$ cat src/rtl/modmul_seq_1499_pkg.sv
// Shared constants, FSM encoding and operand range helper for the Q=1499 sequential modular multiplier.
package modmul_seq_1499_pkg;

   localparam int unsigned Q      = 1499;
   localparam int unsigned W      = 11;
   localparam int unsigned STEP_W = W + 2;
   localparam int unsigned CNT_W  = 4;

   localparam logic [STEP_W-1:0] Q_STEP = 13'd1499;
   localparam logic [W-1:0]      Q_RES  = 11'd1499;
   localparam logic [CNT_W-1:0]  CNT_LAST = 4'd10;

   typedef enum logic [1:0] {
      ST_IDLE = 2'd0,
      ST_RUN  = 2'd1,
      ST_DONE = 2'd2
   } state_t;

   // True when an operand lies outside the residue range [0, Q-1].
   function automatic logic operand_bad(input logic [W-1:0] v);
      return (v >= Q_RES);
   endfunction

endpackage

$ cat src/rtl/modmul_seq_1499_mod_csub.sv
// Combinational conditional subtract: y = (x >= Q) ? x - Q : x, in STEP_W bits.
module modmul_seq_1499_mod_csub
   import modmul_seq_1499_pkg::*;
(
   input  logic [STEP_W-1:0] x,
   output logic [STEP_W-1:0] y
);

   // Single reduction step toward the residue range.
   always_comb begin
      y = x;
      if (x >= Q_STEP) begin
         y = x - Q_STEP;
      end else begin
         y = x;
      end
   end

endmodule

$ cat src/rtl/modmul_seq_1499.sv
// Interleaved (MSB-first) modular multiplier r = (a*b) mod 1499 with valid/ready on both sides.
// One multiplication in flight; W step cycles regardless of operand values.
module modmul_seq_1499
   import modmul_seq_1499_pkg::*;
(
   input  logic         clk,
   input  logic         rst,
   input  logic         in_valid,
   output logic         in_ready,
   input  logic [W-1:0] in_a,
   input  logic [W-1:0] in_b,
   output logic         out_valid,
   input  logic         out_ready,
   output logic [W-1:0] out_r,
   output logic         out_err
);

   state_t              state_r;
   state_t              state_next_s;
   logic [W-1:0]        a_r;
   logic [W-1:0]        b_r;
   logic                err_r;
   logic [W-1:0]        acc_r;
   logic [CNT_W-1:0]    cnt_r;
   logic [W-1:0]        res_r;
   logic                res_err_r;
   logic                in_ready_r;
   logic                out_valid_r;

   logic                accept_s;
   logic                last_step_s;
   logic [STEP_W-1:0]   addend_s;
   logic [STEP_W-1:0]   step_sum_s;
   logic [STEP_W-1:0]   sub1_s;
   logic [STEP_W-1:0]   sub2_s;
   logic [W-1:0]        acc_next_s;
   logic                unused_hi_s;

   assign in_ready  = in_ready_r;
   assign out_valid = out_valid_r;
   assign out_r     = res_r;
   assign out_err   = res_err_r;

   assign accept_s    = in_valid && in_ready_r;
   assign last_step_s = (cnt_r == 4'd0);

   // Step value 2*acc + (b[cnt] ? a : 0); at most 3Q-3, which fits STEP_W bits.
   always_comb begin
      addend_s = {STEP_W{1'b0}};
      if (b_r[cnt_r]) begin
         addend_s = {2'b00, a_r};
      end else begin
         addend_s = {STEP_W{1'b0}};
      end
      step_sum_s = {1'b0, acc_r, 1'b0} + addend_s;
   end

   modmul_seq_1499_mod_csub u_csub1 (
      .x (step_sum_s),
      .y (sub1_s)
   );

   modmul_seq_1499_mod_csub u_csub2 (
      .x (sub1_s),
      .y (sub2_s)
   );

   // Two subtracts bring the step value below Q, so the top bits are always zero.
   assign acc_next_s  = sub2_s[W-1:0];
   assign unused_hi_s = |sub2_s[STEP_W-1:W];

   // Next-state logic for the IDLE -> RUN -> DONE handshake sequence.
   always_comb begin
      state_next_s = state_r;
      case (state_r)
         ST_IDLE: begin
            if (accept_s) begin
               state_next_s = ST_RUN;
            end else begin
               state_next_s = ST_IDLE;
            end
         end
         ST_RUN: begin
            if (last_step_s) begin
               state_next_s = ST_DONE;
            end else begin
               state_next_s = ST_RUN;
            end
         end
         ST_DONE: begin
            if (out_ready) begin
               state_next_s = ST_IDLE;
            end else begin
               state_next_s = ST_DONE;
            end
         end
         default: begin
            state_next_s = ST_IDLE;
         end
      endcase
   end

   // State register and handshake flags, registered from the next state.
   always_ff @(posedge clk) begin
      if (rst) begin
         state_r     <= ST_IDLE;
         in_ready_r  <= 1'b1;
         out_valid_r <= 1'b0;
      end else begin
         state_r     <= state_next_s;
         in_ready_r  <= (state_next_s == ST_IDLE);
         out_valid_r <= (state_next_s == ST_DONE);
      end
   end

   // Operand capture, accumulator/counter stepping and result registers.
   always_ff @(posedge clk) begin
      if (rst) begin
         a_r       <= {W{1'b0}};
         b_r       <= {W{1'b0}};
         err_r     <= 1'b0;
         acc_r     <= {W{1'b0}};
         cnt_r     <= {CNT_W{1'b0}};
         res_r     <= {W{1'b0}};
         res_err_r <= 1'b0;
      end else begin
         case (state_r)
            ST_IDLE: begin
               if (accept_s) begin
                  a_r   <= in_a;
                  b_r   <= in_b;
                  err_r <= operand_bad(in_a) | operand_bad(in_b);
                  acc_r <= {W{1'b0}};
                  cnt_r <= CNT_LAST;
               end
            end
            ST_RUN: begin
               acc_r <= acc_next_s;
               if (last_step_s) begin
                  res_r     <= err_r ? {W{1'b0}} : acc_next_s;
                  res_err_r <= err_r;
               end else begin
                  cnt_r <= cnt_r - 4'd1;
               end
            end
            ST_DONE: begin
               res_r     <= res_r;
               res_err_r <= res_err_r;
            end
            default: begin
               acc_r <= {W{1'b0}};
            end
         endcase
      end
   end

endmodule

$ cat config.mk
export PLATFORM = sky130hd
export DESIGN_NAME = modmul_seq_1499
export DESIGN_NICKNAME = d
export VERILOG_FILES = /design/src/rtl/modmul_seq_1499_pkg.sv /design/src/rtl/modmul_seq_1499_mod_csub.sv /design/src/rtl/modmul_seq_1499.sv
export SDC_FILE = /design/constraint.sdc
export NUM_CORES = 1
export LEC_CHECK = 0
export ABC_AREA = 0
export BUFFER_PORTS_ARGS = -buffer_cell sky130_fd_sc_hd__buf_2
export CAP_MARGIN = 10
export CELL_PAD_IN_SITES_DETAIL_PLACEMENT = 0
export CELL_PAD_IN_SITES_GLOBAL_PLACEMENT = 1
export CORE_ASPECT_RATIO = 1.1
export CORE_UTILIZATION = 47
export CTS_CLUSTER_DIAMETER = 50
export DETAILED_ROUTE_END_ITERATION = 8
export PLACE_DENSITY_LB_ADDON = 0.1
export SYNTH_ARGS = -nofsm -noshare
export SYNTH_HDL_FRONTEND = slang
export SYNTH_SLANG_ARGS = --single-unit
$ cat constraint.sdc
create_clock -name clk -period 8.3 [get_ports clk]
set_clock_uncertainty 0.1 [all_clocks]
set_input_delay 1.245 -clock clk [delete_from_list [all_inputs] [get_ports clk]]
set_output_delay 1.245 -clock clk [all_outputs]
set_load 0.01 [all_outputs]
==> results of run 1 <==
sequential cells by signal (all words and copies together), names as in the netlist:
signal / flops
in_ready: 1
out_valid: 1
out_r: 11
b_r: 11
cnt_r: 4
state_r: 2
out_err: 1
acc_r: 11
err_r: 1
a_r: 11
placed cells by master, fill, tap and decap left out, types with 5 or more instances in the layout:
cell type	instances
sky130_fd_sc_hd__clkbuf_8	5
sky130_fd_sc_hd__o21ai_0	14
sky130_fd_sc_hd__xor2_1	10
sky130_fd_sc_hd__o31ai_1	8
sky130_fd_sc_hd__nor2b_1	10
sky130_fd_sc_hd__ha_1	13
sky130_fd_sc_hd__inv_1	8
sky130_fd_sc_hd__o21ai_1	7
sky130_fd_sc_hd__buf_2	39
sky130_fd_sc_hd__a21oi_1	40
sky130_fd_sc_hd__a21o_1	6
sky130_fd_sc_hd__nor2_1	37
sky130_fd_sc_hd__nor3_1	10
sky130_fd_sc_hd__nand3_1	19
sky130_fd_sc_hd__nand2b_1	10
sky130_fd_sc_hd__and2_1	8
sky130_fd_sc_hd__a22oi_1	5
sky130_fd_sc_hd__dfxtp_1	54
sky130_fd_sc_hd__xnor2_1	10
sky130_fd_sc_hd__nand2_1	84
sky130_fd_sc_hd__mux2i_1	7
stage by stage:
step                      hold slack [ps]  instance area, um2
after floorplan                     330.0                3647
after global placement              333.0                3914
after detailed placement            343.1                3914
after CTS                           357.2                4031
after global routing                375.4                4031
final                               354.4                4031
final cells by class:
class	count	area share
clock inverter	3	0.01210
timing repair buffer	41	0.05214
multi-input combinational	381	0.6105
clock buffer	5	0.01707
sequential	54	0.2682
tap	105	0.03259
inverter	8	0.007449
final timing paths:
path	startpoint	to	slack, ps	cells after the start
setup / recovery	cnt_r[0]$_SDFFE_PP0P_	out_r[7]$_SDFFE_PP0P_	1710	21
hold / removal	a_r[1]$_SDFFE_PP0P_	a_r[1]$_SDFFE_PP0P_	350	2
setup reg to reg	cnt_r[0]$_SDFFE_PP0P_	out_r[7]$_SDFFE_PP0P_	1710	21
hold reg to reg	a_r[1]$_SDFFE_PP0P_	a_r[1]$_SDFFE_PP0P_	350	2
cell families after synthesis:
logic type | after synthesis | share of synthesized area
buf+inv | 27 | 0.03019
mux | 10 | 0.03465
simple gates | 200 | 0.2576
xor+xnor | 21 | 0.05249
fa+ha+maj | 14 | 0.05009
compound gates | 136 | 0.2786
flops | 54 | 0.2964
worst max-delay path, delay by kind of cell, from the launching register on:
family,cells,cell delay (ps)
xor+xnor,1,180
compound gates,10,3670
fa+ha+maj,2,620
simple gates,5,590
mux,2,740
flops,1,490
buf+inv,1,110
layer usage:
metal  GRT usage  vias up  routed length, um
met5           0        -                  0
met4      0.1333        0                458
met3     0.03234       28                253
met2      0.4200       74               4497
met1      0.2981     1568               3991
li1            -     1730                  -
power groups by stage:
stage / Combinational, uW / Clock [uW] / Sequential, uW
after floorplan: 115 / 0 / 302
after global placement: 150 / 0 / 309
after detailed placement: 151 / 0 / 309
after CTS: 152 / 189 / 303
after global routing: 172 / 199 / 307
final: 150 / 183 / 303
==> impl_metrics.py, run 1 <==
metrics = {
    "power_and_ir_drop": {
        "static_leakage_uw": 0.001597,
        "totalPowerFinal_uw": 636.1,
        "ir_worst_vdd_mv": 0.09000,
        "portion_of_total_power_attributed_to_sequential_cells": 0.477,
        "clockPowerShare": 0.287,
        "combinationalPowerShare": 0.236,
        "power_density_nw_per_um2": 157.8,
        "power.switching_uw": 205.8,
        "sw_frac_of_total": 0.3236,
        "p_int_uw": 430.3,
    },
    "clock_network": {
        "cts-hold-fix-buffers": 0,
        "cts.root.buffer_cell": "sky130_fd_sc_hd__clkbuf_8",
        "max-clock-path-buffers": 2,
        "post_cts_resized": 0,
        "cts_tree": "done",
        "cts.repair_timing.setup_buffer_count": 0,
        "cts_made_buffers": 5,
        "htree_levels": 2,
        "clock_sinks": 54,
        "cts.clk_slew.worst_paths_ps": 100,
        "clkLatencyLatePin_ps": 310,
    },
    "place": {
        "pre_cts_ws_ps": 1740,
        "port_buffers": 39,
        "gp_congestion": 0.9425,
        "dpl.hpwl_mm": 7.205,
        "dp_cells": 589,
    },
    "finish": {
        "final-instance-count-excl-fill": 597,
        "ff_latch_area_um2": 1081,
        "area_of_the_multi_input_gates_um2": 2461,
        "final_nets": 531,
        "flow.area_growth_from_synthesis_pct": 10.53,
        "layout-drive-gt1-share": 0.1565,
        "fillerInstances": 732,
        "final_core_occ": 0.5394,
        "diode_insertion_count_for_antenna_repair": 0,
    },
    "die": {
        "die_area_um2": 8117,
        "std_cell_rows": 33,
        "core_area_um2": 7473,
        "io-pin-count": 40,
        "die_boundary_width_um": 85.99,
        "fp.dieH_um": 94.39,
        "effective_utilization_at_floorplan": 0.4880,
    },
    "routing": {
        "routed_via_density": 5.695,
        "drc_errors": 0,
        "wirelength_mm": 9.200,
        "dr.pass1.iters": 4,
        "vias": 3400,
        "drtAntennaViolNets": 0,
        "detailed_route_iter0_violations": 156,
        "route.detailed.wl_per_inst_um": 15.41,
    },
    "worst_hold_path": {
        "holdCritPathClass": "reg2reg",
    },
    "worst_setup_path": {
        "crit_path_end_kind": "register",
        "timing_worst_setup_path_type": "reg2reg",
        "crit_chain": "mux4_2 -> mux2i_1 -> nor2_1 -> a21oi_1 -> nor2b_1 -> ha_1 -> and2_1 -> a221o_1 -> o21a_1 -> a211oi_1 -> o41ai_2 -> o211a_4 -> a21oi_2 -> xnor2_1 -> ha_1 -> inv_1 -> nand3_1 -> a31o_2 -> a311oi_4 -> nor4_1 -> o31ai_1",
        "cpPeakStageDelay_ps": 640,
        "cpMaxStageDelayCell": "sky130_fd_sc_hd__a311oi_4",
        "worst_ep_required_time_ps": 8430,
        "arrival_ps": 6730,
        "critical_path.most_common_cell": "sky130_fd_sc_hd__ha_1",
        "crit_start_category": "register",
        "worst-path-max-fanout": 17,
    },
    "global_route": {
        "grt_max_degree": 38,
        "grt.total_usage": 0.2453,
        "grt-ovfl-total": 0,
        "grt_antenna_before_repair": 0,
        "number_of_global_route_vias_before_repair": 3273,
        "grt_pass1_wl_mm": 15.55,
    },
    "run_status": {
        "outcome": "complete, no violations",
    },
    "timing": {
        "post-route-period-util": 0.7944,
        "timing_max_transition_violations_final": 0,
        "timing.final.hold_violations": 0,
        "rsz0062_at_grt": "false",
        "maxClockFrequency_ghz": 0.1517,
        "slew-limit-headroom": 0.3446,
        "finalSetupViolCount": 0,
        "layout_setup_ws_ps": 1706,
        "final.min_clock_period_ps": 6594,
        "setup_tns_ps": 0,
        "worst-slew-pin-transition_ps": 983.1,
    },
    "synth": {
        "synth-seq-area-share": 0.2964,
        "yosys_warnings": 0,
        "synth.most_common_cell": "sky130_fd_sc_hd__nand2_1",
        "synth.cells.most_frequent": "84 x sky130_fd_sc_hd__nand2_1, 54 x sky130_fd_sc_hd__dfxtp_1, 40 x sky130_fd_sc_hd__a21oi_1, 37 x sky130_fd_sc_hd__nor2_1, 19 x sky130_fd_sc_hd__nand3_1",
        "count_of_flip_flops_with_a_built_in_enable_after_synthesis": 0,
        "ys_dominant_reg_cell": "sky130_fd_sc_hd__dfxtp_1",
        "mappedNetlistNets": 502,
        "yosys.area.top_type": "sky130_fd_sc_hd__dfxtp_1",
        "mapped_avg_cell_area_um2": 7.894,
        "yosys-top-cells-area": "sky130_fd_sc_hd__dfxtp_1 30%, sky130_fd_sc_hd__nand2_1 8.6%, sky130_fd_sc_hd__a21oi_1 5.5%, sky130_fd_sc_hd__ha_1 4.5%, sky130_fd_sc_hd__nor2_1 3.8%",
        "mappedNetlistArea_um2": 3647,
        "number_of_unique_standard_cell_types_used_by_synthesis": 73,
        "synth-async-reset-ratio": 0,
        "synth_seq_cells": 54,
        "yosys.area.top_type_share": 0.2964,
        "synth_cells": 462,
    },
    "run": {
        "max_cap_viol_count": 0,
    },
}
Note: power is estimated with default switching activity, not from simulation.
==> inputs of run 2 (changes only) <==
Settings changed: CORE_UTILIZATION 47 to 44.
Clock period 8.3 ns to 6.35 ns, I/O delays scaled along.
==> impl_metrics.py, run 2 (synthesized netlist as in run 1, its figures left out) <==
metrics = {
    "place": {
        "gp_congestion": 0.9270,
        "port_buffers": 39,
        "pre_cts_ws_ps": 611.9,
        "dpl.hpwl_mm": 7.168,
    },
    "routing": {
        "routed_via_density": 5.655,
        "detailed_route_iter0_violations": 180,
        "route.detailed.wl_per_inst_um": 15.15,
        "drtAntennaViolNets": 0,
        "drc_errors": 0,
        "dr.pass1.iters": 7,
        "vias": 3427,
        "wirelength_mm": 9.178,
    },
    "finish": {
        "layout-drive-gt1-share": 0.1667,
        "diode_insertion_count_for_antenna_repair": 0,
        "flow.area_growth_from_synthesis_pct": 11.87,
        "final_cell_mix": "84 x sky130_fd_sc_hd__nand2_1, 54 x sky130_fd_sc_hd__dfxtp_1, 40 x sky130_fd_sc_hd__a21oi_1",
        "final_nets": 537,
        "layout_commonest_cell": "sky130_fd_sc_hd__nand2_1",
    },
    "global_route": {
        "grt_max_degree": 38,
        "grt.total_usage": 0.2250,
        "grt_pass1_wl_mm": 15.24,
        "grt_antenna_before_repair": 0,
        "number_of_global_route_vias_before_repair": 3231,
        "grt-ovfl-total": 0,
    },
    "timing": {
        "worst-slew-pin-transition_ps": 934.0,
        "timing_max_transition_violations_final": 0,
        "timing.final.hold_violations": 0,
        "maxClockFrequency_ghz": 0.1726,
        "slew-limit-headroom": 0.3725,
        "layout_setup_ws_ps": 556.6,
        "final.min_clock_period_ps": 5793,
        "post-route-period-util": 0.9124,
        "rsz0062_at_grt": "false",
        "finalSetupViolCount": 0,
        "setup_tns_ps": 0,
        "hold-worst-slack_ps": 356.5,
    },
    "die": {
        "die_area_um2": 8658,
        "die_boundary_width_um": 88.81,
        "effective_utilization_at_floorplan": 0.4585,
        "fp.dieH_um": 97.49,
        "std_cell_rows": 34,
        "io-pin-count": 40,
        "core_area_um2": 7955,
    },
    "clock_network": {
        "htree_levels": 2,
        "max-clock-path-buffers": 2,
        "cts_tree": "done",
        "cts-hold-fix-buffers": 0,
        "clock_sinks": 54,
        "cts_made_buffers": 5,
        "post_cts_resized": 0,
        "cts.repair_timing.setup_buffer_count": 0,
        "cts.root.buffer_cell": "sky130_fd_sc_hd__clkbuf_8",
        "clkLatencyLatePin_ps": 320,
        "cts.clk_slew.worst_paths_ps": 110,
    },
    "worst_setup_path": {
        "r2r.worst_path.cells": 23,
        "crit_path_end_kind": "register",
        "worst-path-max-fanout": 17,
        "r2r_slack_ps": 560,
        "r2r_end": "out_r[6]$_SDFFE_PP0P_",
        "worst_ep_required_time_ps": 6510,
        "crit_start_category": "register",
        "timing_worst_setup_path_type": "reg2reg",
        "arrival_ps": 5960,
        "reg2reg_from": "cnt_r[0]$_SDFFE_PP0P_",
    },
    "power_and_ir_drop": {
        "static_leakage_uw": 0.001626,
        "power_density_nw_per_um2": 205.6,
        "totalPowerFinal_uw": 838.8,
        "ir_worst_vdd_mv": 0.1478,
    },
    "run": {
        "max_cap_viol_count": 0,
    },
    "worst_hold_path": {
        "min_delay_worst_endpoint": "a_r[1]$_SDFFE_PP0P_",
        "holdCritPathClass": "reg2reg",
        "min_from": "a_r[1]$_SDFFE_PP0P_",
        "number_of_cells_on_the_worst_hold_path": 2,
    },
    "run_status": {
        "outcome": "complete, no violations",
    },
}
-- run 2: cell count changes in the layout (fill, tap and decap cells not counted), sizes merged --
cell / before / now
buf: 41 / 47
-- run 2: layout make-up --
cell class	count	area (um2)
clock buffers	5	68.82
clock inverters	3	48.80
fillers	809	3875
inverters	8	30.03
multi-input cells	381	2461
flip-flops and latches	54	1081
well taps	108	135.1
repair buffers	47	255.2
-- run 2: worst max path at each step --
stage	endpoint	cells past startpoint	from	slack, ps
2_1_floorplan	out_r[1]$_SDFFE_PP0P_	25	cnt_r[0]$_SDFFE_PP0P_	630
3_3_place_gp	out_r[6]$_SDFFE_PP0P_	23	cnt_r[0]$_SDFFE_PP0P_	740
3_5_place_dp	acc_r[8]$_SDFFE_PP0P_	23	cnt_r[0]$_SDFFE_PP0P_	610
4_1_cts	acc_r[8]$_SDFFE_PP0P_	23	cnt_r[0]$_SDFFE_PP0P_	560
5_1_grt	out_r[7]$_SDFFE_PP0P_	24	cnt_r[0]$_SDFFE_PP0P_	30
6_report	out_r[6]$_SDFFE_PP0P_	23	cnt_r[0]$_SDFFE_PP0P_	560
-- run 2: critical path, stage by stage (launching register included) --
cell and delay [ps]:
sky130_fd_sc_hd__dfxtp_1 490, sky130_fd_sc_hd__mux4_2 530, sky130_fd_sc_hd__mux2i_1 190, sky130_fd_sc_hd__nor2_1 60, sky130_fd_sc_hd__a21oi_1 130, sky130_fd_sc_hd__buf_4 190
sky130_fd_sc_hd__nor2b_1 60, sky130_fd_sc_hd__ha_1 330, sky130_fd_sc_hd__and2_1 170, sky130_fd_sc_hd__a221o_1 320, sky130_fd_sc_hd__o21a_1 290, sky130_fd_sc_hd__nor2_1 400
sky130_fd_sc_hd__a41o_1 300, sky130_fd_sc_hd__a21o_1 250, sky130_fd_sc_hd__a21oi_2 80, sky130_fd_sc_hd__xnor2_1 240, sky130_fd_sc_hd__ha_1 290, sky130_fd_sc_hd__inv_1 100
sky130_fd_sc_hd__nand3_1 80, sky130_fd_sc_hd__a31o_2 220, sky130_fd_sc_hd__a311oi_4 90, sky130_fd_sc_hd__buf_4 230, sky130_fd_sc_hd__or4_1 520, sky130_fd_sc_hd__nand3_1 90
-- run 2: power by group --
group	internal, uW	switching, uW	leakage [uW]
registers	370	25.8	0.000440
clock network	120	124	0.0000563
logic	74.6	124	0.00113
total	565	274	0.00163
-- run 2: metal layers --
layer / track usage / wire length (um) / vias to the layer above / share of wire
met5: 0 / 0 / - / 0
met4: 0.08189 / 263 / 0 / 0.029
met3: 0.03229 / 213 / 13 / 0.023
met2: 0.3888 / 4566 / 57 / 0.50
met1: 0.2777 / 4134 / 1620 / 0.45
li1: - / - / 1737 / -
-- run 2: per-stage QoR --
| step | cells | cell area [um2] | utilization |
|---|---|---|---|
| 2_1_floorplan | 462 | 3647 | - |
| 3_3_place_gp | 598 | 3963 | 0.4981 |
| 3_5_place_dp | 598 | 3963 | 0.4981 |
| 4_1_cts | 606 | 4080 | 0.5129 |
| 5_1_grt | 606 | 4080 | 0.5129 |
| 6_report | 606 | 4080 | 0.5129 |
